--- src/rtl/sysref_monitor.sv ---
// SYSREF edge monitor: measures edge-to-edge period, tracks lock and emits a
// SYSREF-aligned frame strobe for deterministic-latency PL datapath alignment.
module sysref_monitor #(
  parameter int PERIOD   = 256,
  parameter int TOL      = 1,
  parameter int LOCK_CNT = 4,
  parameter int CNT_W    = 16
) (
  input  logic             pl_clk,
  input  logic             pl_resetn,
  input  logic             sysref_adc,
  input  logic             arm,
  output logic             sysref_pulse,
  output logic [CNT_W-1:0] sysref_period,
  output logic             lmfc_strobe,
  output logic             locked,
  output logic [1:0]       state,
  output logic             edge_err,
  output logic [7:0]       err_count
);

  typedef enum logic [1:0] {
    ST_IDLE    = 2'd0,
    ST_ACQUIRE = 2'd1,
    ST_LOCKED  = 2'd2,
    ST_LOST    = 2'd3
  } state_t;

  localparam logic [CNT_W-1:0] GAP_LO    = CNT_W'((TOL >= PERIOD) ? 0 : PERIOD - TOL);
  localparam logic [CNT_W-1:0] GAP_HI    = CNT_W'(PERIOD + TOL);
  localparam logic [CNT_W-1:0] GAP_MISS  = CNT_W'(PERIOD + TOL + 1);
  localparam logic [CNT_W-1:0] LMFC_LAST = CNT_W'(PERIOD - 1);
  localparam logic [CNT_W-1:0] ONE       = CNT_W'(1);
  localparam logic [CNT_W-1:0] ZERO      = CNT_W'(0);
  localparam logic [3:0]       LOCK_N    = 4'(LOCK_CNT);

  logic             prev_q;
  logic             pulse_q,      pulse_d;
  logic [CNT_W-1:0] gap_q,        gap_d;
  logic [CNT_W-1:0] period_q,     period_d;
  state_t           state_q,      state_d;
  logic [3:0]       good_cnt_q,   good_cnt_d;
  logic             first_seen_q, first_seen_d;
  logic             edge_err_q,   edge_err_d;
  logic [7:0]       err_count_q,  err_count_d;
  logic [CNT_W-1:0] lmfc_cnt_q,   lmfc_cnt_d;
  logic             strobe_q,     strobe_d;
  logic             locked_q,     locked_d;

  logic edge_s;
  logic good_s;
  logic missing_s;
  logic log_err_s;
  logic enter_lock_s;

  assign edge_s    = sysref_adc & ~prev_q;
  assign good_s    = (gap_q >= GAP_LO) && (gap_q <= GAP_HI);
  assign missing_s = first_seen_q && (gap_q == GAP_MISS);

  // Period measurement: gap counts cycles since the last edge, saturating.
  always_comb begin
    pulse_d  = edge_s;
    gap_d    = gap_q;
    period_d = period_q;
    if (edge_s) begin
      period_d = gap_q;
      gap_d    = ONE;
    end else if (gap_q != {CNT_W{1'b1}}) begin
      gap_d = gap_q + ONE;
    end else begin
      gap_d = gap_q;
    end
  end

  // Lock FSM next state; arm wins over any edge seen in the same cycle.
  always_comb begin
    state_d      = state_q;
    good_cnt_d   = good_cnt_q;
    first_seen_d = first_seen_q;
    edge_err_d   = edge_err_q;
    err_count_d  = err_count_q;
    log_err_s    = 1'b0;
    enter_lock_s = 1'b0;
    if (arm) begin
      state_d      = ST_ACQUIRE;
      good_cnt_d   = 4'd0;
      first_seen_d = 1'b0;
      edge_err_d   = 1'b0;
      err_count_d  = 8'd0;
    end else begin
      case (state_q)
        ST_ACQUIRE: begin
          if (edge_s) begin
            if (!first_seen_q) begin
              first_seen_d = 1'b1;
            end else if (good_s) begin
              if (good_cnt_q + 4'd1 == LOCK_N) begin
                state_d      = ST_LOCKED;
                good_cnt_d   = 4'd0;
                enter_lock_s = 1'b1;
              end else begin
                good_cnt_d = good_cnt_q + 4'd1;
              end
            end else begin
              good_cnt_d = 4'd0;
              log_err_s  = 1'b1;
            end
          end else if (missing_s) begin
            good_cnt_d = 4'd0;
            log_err_s  = 1'b1;
          end else begin
            good_cnt_d = good_cnt_q;
          end
        end
        ST_LOCKED: begin
          if ((edge_s && !good_s) || (!edge_s && missing_s)) begin
            state_d   = ST_LOST;
            log_err_s = 1'b1;
          end else begin
            state_d = ST_LOCKED;
          end
        end
        default: state_d = state_q;
      endcase
      if (log_err_s) begin
        edge_err_d = 1'b1;
        if (err_count_q != 8'hFF) begin
          err_count_d = err_count_q + 8'd1;
        end else begin
          err_count_d = err_count_q;
        end
      end else begin
        edge_err_d = edge_err_q;
      end
    end
  end

  // Frame counter re-aligns to every edge while locked; strobe looks ahead one cycle.
  always_comb begin
    lmfc_cnt_d = lmfc_cnt_q;
    if (enter_lock_s || (state_q == ST_LOCKED && edge_s)) begin
      lmfc_cnt_d = ZERO;
    end else if (lmfc_cnt_q >= LMFC_LAST) begin
      lmfc_cnt_d = ZERO;
    end else begin
      lmfc_cnt_d = lmfc_cnt_q + ONE;
    end
    locked_d = (state_d == ST_LOCKED);
    strobe_d = (lmfc_cnt_d == ZERO) && locked_d;
  end

  // State and output registers.
  always_ff @(posedge pl_clk or negedge pl_resetn) begin
    if (!pl_resetn) begin
      prev_q       <= 1'b0;
      pulse_q      <= 1'b0;
      gap_q        <= ZERO;
      period_q     <= ZERO;
      state_q      <= ST_IDLE;
      good_cnt_q   <= 4'd0;
      first_seen_q <= 1'b0;
      edge_err_q   <= 1'b0;
      err_count_q  <= 8'd0;
      lmfc_cnt_q   <= ZERO;
      strobe_q     <= 1'b0;
      locked_q     <= 1'b0;
    end else begin
      prev_q       <= sysref_adc;
      pulse_q      <= pulse_d;
      gap_q        <= gap_d;
      period_q     <= period_d;
      state_q      <= state_d;
      good_cnt_q   <= good_cnt_d;
      first_seen_q <= first_seen_d;
      edge_err_q   <= edge_err_d;
      err_count_q  <= err_count_d;
      lmfc_cnt_q   <= lmfc_cnt_d;
      strobe_q     <= strobe_d;
      locked_q     <= locked_d;
    end
  end

  assign sysref_pulse  = pulse_q;
  assign sysref_period = period_q;
  assign lmfc_strobe   = strobe_q;
  assign locked        = locked_q;
  assign state         = state_q;
  assign edge_err      = edge_err_q;
  assign err_count     = err_count_q;

endmodule

--- config.mk ---
export PLATFORM = sky130hd
export DESIGN_NAME = sysref_monitor
export DESIGN_NICKNAME = d
export VERILOG_FILES = /design/src/rtl/sysref_monitor.sv
export SDC_FILE = /design/constraint.sdc
export NUM_CORES = 1
export LEC_CHECK = 0
export ABC_CLOCK_PERIOD_IN_PS = 2300
export CAP_MARGIN = 20
export CORE_UTILIZATION = 30
export DETAILED_ROUTE_END_ITERATION = 7
export GPL_TIMING_DRIVEN = 0
export RECOVER_POWER = 25
export SLEW_MARGIN = 0
export SYNTH_ARGS = -nofsm -noshare
export SYNTH_HDL_FRONTEND = slang
export SYNTH_SLANG_ARGS = --single-unit
--- constraint.sdc ---
create_clock -name pl_clk -period 2.3 [get_ports pl_clk]
set_input_delay 0.69 -clock pl_clk [delete_from_list [all_inputs] [get_ports pl_clk]]
set_output_delay 0.69 -clock pl_clk [all_outputs]
set_load 0.05 [all_outputs]
---- After elaboration in Yosys (flattened, before gate mapping) ----
Index checks and enable logic that the tools add are counted.
storage, ports and cells
  register bits ........................... 68
  bits in latches ......................... 0
  RAM bits ................................ 0
  ROM bits ................................ 0
  bits of input ports ..................... 4
  output and inout bits ................... 30
  word-level logic and storage cells ...... 88
  memories kept ........................... 0
operators by class
  $add $sub $neg .......................... 4
  multiply operators ...................... 0
  div/mod/pow operators ................... 0
  $lt $le $gt $ge ......................... 3
  eq/ne operators ......................... 8
  shifts and indexed selects .............. 0
  multiplexer cells ....................... 39
  bitwise logic cells ..................... 2
  reductions and logical operators ........ 20
operators with widths
  cell                     count
  $mux W16                 4
  $add A16 B1 Y16 const B  2
  $ge A16 B8 Y1 const B    2
  $mux W4                  7
  $mux W8                  3
  $mux W1                  18
  $eq A16 B9 Y1 const B    1
  $le A16 B9 Y1 const B    1
  $logic_not A16 Y1        1
  $ne A16 B16 Y1 const B   1
  $mux W2                  5
  $reduce_bool A2 Y1       5
  $add A8 B1 Y8 const B    1
  $ne A8 B8 Y1 const B     1
  $logic_and A1 B1 Y1      6
  $add A4 B1 Y4 const B    1
  $eq A2 B2 Y1 const B     2
  $eq A4 B3 Y1 const B     1
  $pmux W2 S2              1
  $reduce_and A2 Y1        2
  $ne A3 B3 Y1 const B     1
  $reduce_and A3 Y1        1
  $reduce_bool A3 Y1       1
  $eq A2 B1 Y1 const B     1
  other kinds (5)          7

---- Longest topological paths before layout ----
  word-level depth ........................ 12
  gate-level depth with buffers ........... 8
  mapped depth without buffers ............ 7

---- Worst setup path before layout ----
Ideal clock, no wire load.
  kind .................................... register to register
  from .................................... register state_q[0], in the netlist state[0]
  to ...................................... register err_count_q[6], in the netlist err_count[6]
  setup time .............................. 125 ps
  arrival ................................. 2069 ps
  data required time ...................... 2175 ps
  setup slack ............................. 107 ps
  stages on the path, launching flop included .. 7
  buffers on the path ..................... 0
  period minus slack after synthesis ...... 2193 ps
  cell sequence ........................... dfrtp_1 -> inv_1 -> ha_1 -> a31oi_1 -> a31oi_4 -> nor4_1 -> mux2_2
on the way
  word-level cells in the longest chain between the ends .. 5
  elaborated cells on any way between the ends .. 6
  those cells by class .................... 2 x eq/ne; 2 x mux; 2 x reduce/logical
RTL lines
  element                                              line  text
  start: declaration                                   41    state_t state_q, state_d;
  start signal: assignment                             172   state_q <= state_d;
  $eq A2 B2 Y1 / $eq A2 B1 Y1 (equally long branches)  91    case (state_q)
  $pmux W1 S2 *                                        91
  $mux W1 *                                            84    if (arm) begin
  $reduce_bool A2 Y1 (no source line) *                n/a
  $reduce_and A2 Y1 (no source line) *                 n/a
  end signal: assignment                               176   err_count_q <= err_count_d;
  end: declaration                                     45    logic [7:0] err_count_q, err_count_d;
Every way passes the cells marked *; elsewhere a longest branch is shown, timed or not. The select of a mux whose other input is x is not followed.
A chain may end at the register's enable or synchronous reset.

---- Worst setup path in the final report ----
  from .................................... register gap_q[0]
  to ...................................... register strobe_q, in the netlist lmfc_strobe
on the way
  word-level cells in the longest chain between the ends .. 11
  elaborated cells on any way between the ends .. 25
  those cells by class .................... 2 x order compare; 2 x eq/ne; 12 x mux; 9 x reduce/logical
RTL lines
  element                                                line  text
  start: declaration                                     39    logic [CNT_W-1:0] gap_q, gap_d;
  start signal: assignment                               170   gap_q <= gap_d;
  $ge A16 B8 Y1 / $le A16 B9 Y1 (equally long branches)  57    assign good_s = (gap_q >= GAP_LO) && (gap_q <= GAP_HI);
  $logic_and A1 B1 Y1                                    57
  $mux W1                                                96    end else if (good_s) begin
  $mux W1                                                94    if (!first_seen_q) begin
  $mux W1                                                93    if (edge_s) begin
  $mux W1                                                91
  $mux W1                                                84
  $logic_or A1 B1 Y1                                     141   if (enter_lock_s || (state_q == ST_LOCKED && edge_s)) begin
  $mux W16                                               141
  $logic_not A16 Y1                                      149   strobe_d = (lmfc_cnt_d == ZERO) && locked_d;
  $logic_and A1 B1 Y1 *                                  149
  net strobe_d                                           47    logic strobe_q, strobe_d;
  end signal: assignment                                 178   strobe_q <= strobe_d;
  end: declaration                                       47
Mark *: on every way through the listed nets, which the timed path passes. The rest lies on a longest branch.

==> summary.txt <==
TIMING
-----------------------------------------------------------------------------------------------
Worst clock skew                                                                        7.34 ps
Period minus WS final                                                                   2240 ps
Maximum operating frequency                                                             446 MHz
Transition time at the pin with the least slew margin                                    864 ps
Worst hold margin                                                                        469 ps
Worst max-slew margin expressed relative to the limit                                     42.4%
Setup Viol. Count Final                                                                       0
Final hold violation count                                                                    0
Period utilization                                                                        97.4%
Pins Over Slew Limit                                                                          0
RSZ-0062 raised after global routing                                                        yes

CRITICAL PATH
-----------------------------------------------------------------------------------------------
Required time of the critical path                                                      2530 ps
Number of cells on the worst reg-to-reg path                                                  6
Largest stage delay on the critical path                                                 520 ps
Critical Path Sink Type                                                               flip-flop
Critical R2R Capture                                                                lmfc_strobe
Cell with the largest stage delay on the worst path                                sky130_fd_sc_hd__or4_4
Minimum setup slack among reg-to-reg paths                                                60 ps
Start-to-end type of the worst setup path                                          flip-flop to flip-flop
Buffers plus inverters on the worst setup path                                                0
Type of element launching the critical path                                           flip-flop
Crit path max-delay family                                                         compound AO/OA/AOI/OAI gates
Ordered list of cells on the worst path                                            ha_1 > nand3_2 > or4_4 > a211oi_4 > a31oi_2 > a211oi_2
Worst-path maximum fanout                                                                     6
Reg-to-reg critical path startpoint                                                    gap_q[0]
Data arrival at the endpoint of the critical path                                       2470 ps

CLOCK TREE
-----------------------------------------------------------------------------------------------
Clock tree from TritonCTS                                                                   yes
Clock Sink Count                                                                             68
Later-pin clock latency in the skew report                                               330 ps
H-tree levels                                                                                 3
Clock input transition at the sequential cells of the worst setup and hold paths          50 ps
Number of buffers added by the clock tree synthesis step                                      9
Clock root buffer master                                                           sky130_fd_sc_hd__clkbuf_16
Worst-case clock buffer depth                                                                 2
Hold-fix buffers, CTS                                                                         0

DIE
-----------------------------------------------------------------------------------------------
Floorplan die height                                                                     109 µm
Total core area                                                                       11000 µm²
Chip Width                                                                               109 µm
Full die area                                                                         12000 µm²
Row count                                                                                    38
Number of placed I/O pins                                                                    34
Initial core utilization                                                                  31.4%

PLACED DESIGN
-----------------------------------------------------------------------------------------------
GP Congestion                                                                             0.806
# placed instances                                                                          537
Dpl hpwl                                                                                5420 µm
Number of port buffers                                                                       32
Area after DPL                                                                         3980 µm²

ROUTE
-----------------------------------------------------------------------------------------------
Vias per std cell                                                                          5.09
Average wire per standard cell                                                          14.2 µm
TritonRoute pass-1 iters                                                                      4
Number of DRC markers after the initial detailed-route iteration                            116
Post-detailed-routing wire length                                                       7860 µm
DRC                                                                                           0
Via count                                                                                  2808
Final antenna-violating net count                                                             0

GLOBAL ROUTE
-----------------------------------------------------------------------------------------------
GRT Residual Overflow                                                                         0
First-pass GRT wire length                                                             13400 µm
Number of antenna violations at the first check in global routing                             0
Overall global routing resource usage                                                     14.5%
Via count of the first global-routing pass                                                 2777
Pin count of the biggest net entering global routing                                         69

PWR
-----------------------------------------------------------------------------------------------
Total power                                                                           0.00309 W
Internal Dissipation                                                                  0.00229 W
Worst vdd ir                                                                           0.356 mV
Part of the power in the clock network                                                    43.8%
Proportion of total power due to net switching                                            26.0%
Combinational Power Share                                                                 13.5%
Leakage component of the power                                                          1.89 nW
Reported net switching power                                                         0.000802 W
Reg power frac                                                                            42.6%
Cell area power density                                                              706 nW/µm²

FINAL LAYOUT
-----------------------------------------------------------------------------------------------
Area added between synthesis and finish                                                   26.4%
Area used by multi-input combinational logic                                           1730 µm²
Count of nets after finishing                                                               423
Count of inserted antenna diode cells                                                         0
Filler cell count                                                                          1087
Post-layout instance area                                                              4380 µm²
Flip-flop and latch area                                                               1700 µm²
Share of post-route cells with drive strength above 1                                     12.9%
Non-filler instance count after layout                                                      552
Core Util, Final                                                                          39.7%

SYNTH
-----------------------------------------------------------------------------------------------
Synth top area share                                                                      49.2%
Number of storage elements in the synthesis netlist                                          68
Largest cells by area after synthesis                                              sky130_fd_sc_hd__dfrtp_1, sky130_fd_sc_hd__nand2_1, sky130_fd_sc_hd__ha_1
Mapped Area                                                                            3460 µm²
Post-synthesis instance total                                                               358
Synth Flop Type                                                                    sky130_fd_sc_hd__dfrtp_1
Number of distinct library cells after synthesis                                             60
Most area-hungry cell type in the Yosys netlist                                    sky130_fd_sc_hd__dfrtp_1
Async SR Flop Fraction                                                                     100%
Mean instance size in the synthesized netlist                                          9.67 µm²
Seq/Total Area, Yosys                                                                     49.2%
EDFF count, synth                                                                             0
Yosys warnings                                                                                0

OUTCOME
-----------------------------------------------------------------------------------------------
Run status                                                                         complete, no violations

HOLD PATH
-----------------------------------------------------------------------------------------------
Class of the tightest hold or removal check                                        input pin to async pin

FLOW RUN
-----------------------------------------------------------------------------------------------
Max-capacitance violation count                                                               0

-- synth_stat cells, types with 4 or more instances --
library cell and count:
sky130_fd_sc_hd__dfrtp_1 68, sky130_fd_sc_hd__nand2b_1 5, sky130_fd_sc_hd__xor2_1 5, sky130_fd_sc_hd__ha_1 10, sky130_fd_sc_hd__nor4_1 5, sky130_fd_sc_hd__o21ai_0 14, sky130_fd_sc_hd__a21oi_1 17, sky130_fd_sc_hd__inv_1 14
sky130_fd_sc_hd__o31ai_1 4, sky130_fd_sc_hd__nand3_1 21, sky130_fd_sc_hd__nor2_1 30, sky130_fd_sc_hd__a31o_2 4, sky130_fd_sc_hd__clkbuf_1 8, sky130_fd_sc_hd__a31oi_1 7, sky130_fd_sc_hd__a2111oi_0 5, sky130_fd_sc_hd__or4_1 4
sky130_fd_sc_hd__nand2_1 56, sky130_fd_sc_hd__nor3_1 6, sky130_fd_sc_hd__xnor2_1 10, sky130_fd_sc_hd__buf_2 4
-- placed cells by master (no fill, tap or decap), drive strengths merged, types with 4 or more instances in the layout --
cell type,synthesis,layout
a2111oi,5,5
nand2,56,56
dfrtp,68,68
a31o,4,4
dlymetal6s2s,0,4
buf,8,10
clkdlybuf4s50,0,25
nor4,7,7
nand2b,5,5
or4,5,5
xor2,5,5
inv,14,14
ha,10,10
xnor2,10,10
nand3,21,21
nor3,6,6
a31oi,8,8
a21oi,17,17
nor2,30,30
conb,1,8
clkbuf,8,20
o31ai,4,4
a211oi,5,5
o21ai,14,14
-- power by group through the flow --
| stage | clock network (W) | registers, W | logic (W) |
|---|---|---|---|
| after floorplan | 0 | 0.00143 | 0.000168 |
| after global placement | 0 | 0.00133 | 0.000403 |
| after detailed placement | 0 | 0.00134 | 0.000406 |
| after CTS | 0.00139 | 0.00132 | 0.000417 |
| after global routing | 0.00144 | 0.00133 | 0.000462 |
| final | 0.00135 | 0.00132 | 0.000418 |
-- layout make-up --
type	count	share of cell area [%]
clock buffers	12	5.86
flip-flops and latches	68	38.9
inverters	14	1.20
multi-input cells	267	39.6
plain buffers	16	2.00
repair buffers	33	7.61
clock inverters	2	0.801
well taps	140	4.00
-- kinds of logic after synthesis --
family	share of synthesized area, %
other	0.108
flip-flops	49.2
adder cells (fa/ha/maj)	3.62
buffers and inverters	3.83
XOR/XNOR	3.80
multiplexers	0.325
AND/OR/NAND/NOR	23.1
AO/OA/AOI/OAI	16.0
-- flip-flops by register name (all words and copies together) (netlist names) --
name,cells
edge_err,1
err_count,8
first_seen_q,1
gap_q,16
good_cnt_q,4
lmfc_cnt_q,16
lmfc_strobe,1
locked,1
prev_q,1
state,2
sysref_period,16
sysref_pulse,1
-- worst reg2reg max path, stage by stage (launching register included) --
cell	delay [ps]
sky130_fd_sc_hd__dfrtp_1	420
sky130_fd_sc_hd__ha_1	240
sky130_fd_sc_hd__nand3_2	160
sky130_fd_sc_hd__or4_4	520
sky130_fd_sc_hd__a211oi_4	400
sky130_fd_sc_hd__a31oi_2	180
sky130_fd_sc_hd__a211oi_2	230
-- worst max path at each step --
stage,from,slack (ps),to,cells past startpoint
final,gap_q[0],60,lmfc_strobe,6
after global routing,gap_q[3],-50,err_count[4],7
after CTS,err_count[2],20,err_count[2],1
after detailed placement,sysref_adc,-640,lmfc_cnt_q[5],8
after global placement,pl_resetn,-1780,err_count[4],1
after floorplan,state[0],110,err_count[6],6
-- layer usage --
metal,vias to the layer above,part of all wire [%],track usage (%)
met5,-,0,0
met4,0,1.4,5.62
met3,11,4.5,3.02
met2,56,50,25.3
met1,1366,44,17.6
li1,1375,-,-
-- stage by stage --
step	setup TNS, ps	worst slack [ps]
after floorplan	0	107
after global placement	-135520	-1780
after detailed placement	-15990	-640
after CTS	0	16.0
after global routing	-146	-48.7
final	0	59.8
-- timing repair --
item                                    4_1_cts  5_1_grt
setup buffers                                 0        1
endpoints found under the setup margin       22       22
pin swaps                                     1        4
resized for setup                            11       17
Note: power is estimated with default switching activity, not from simulation.
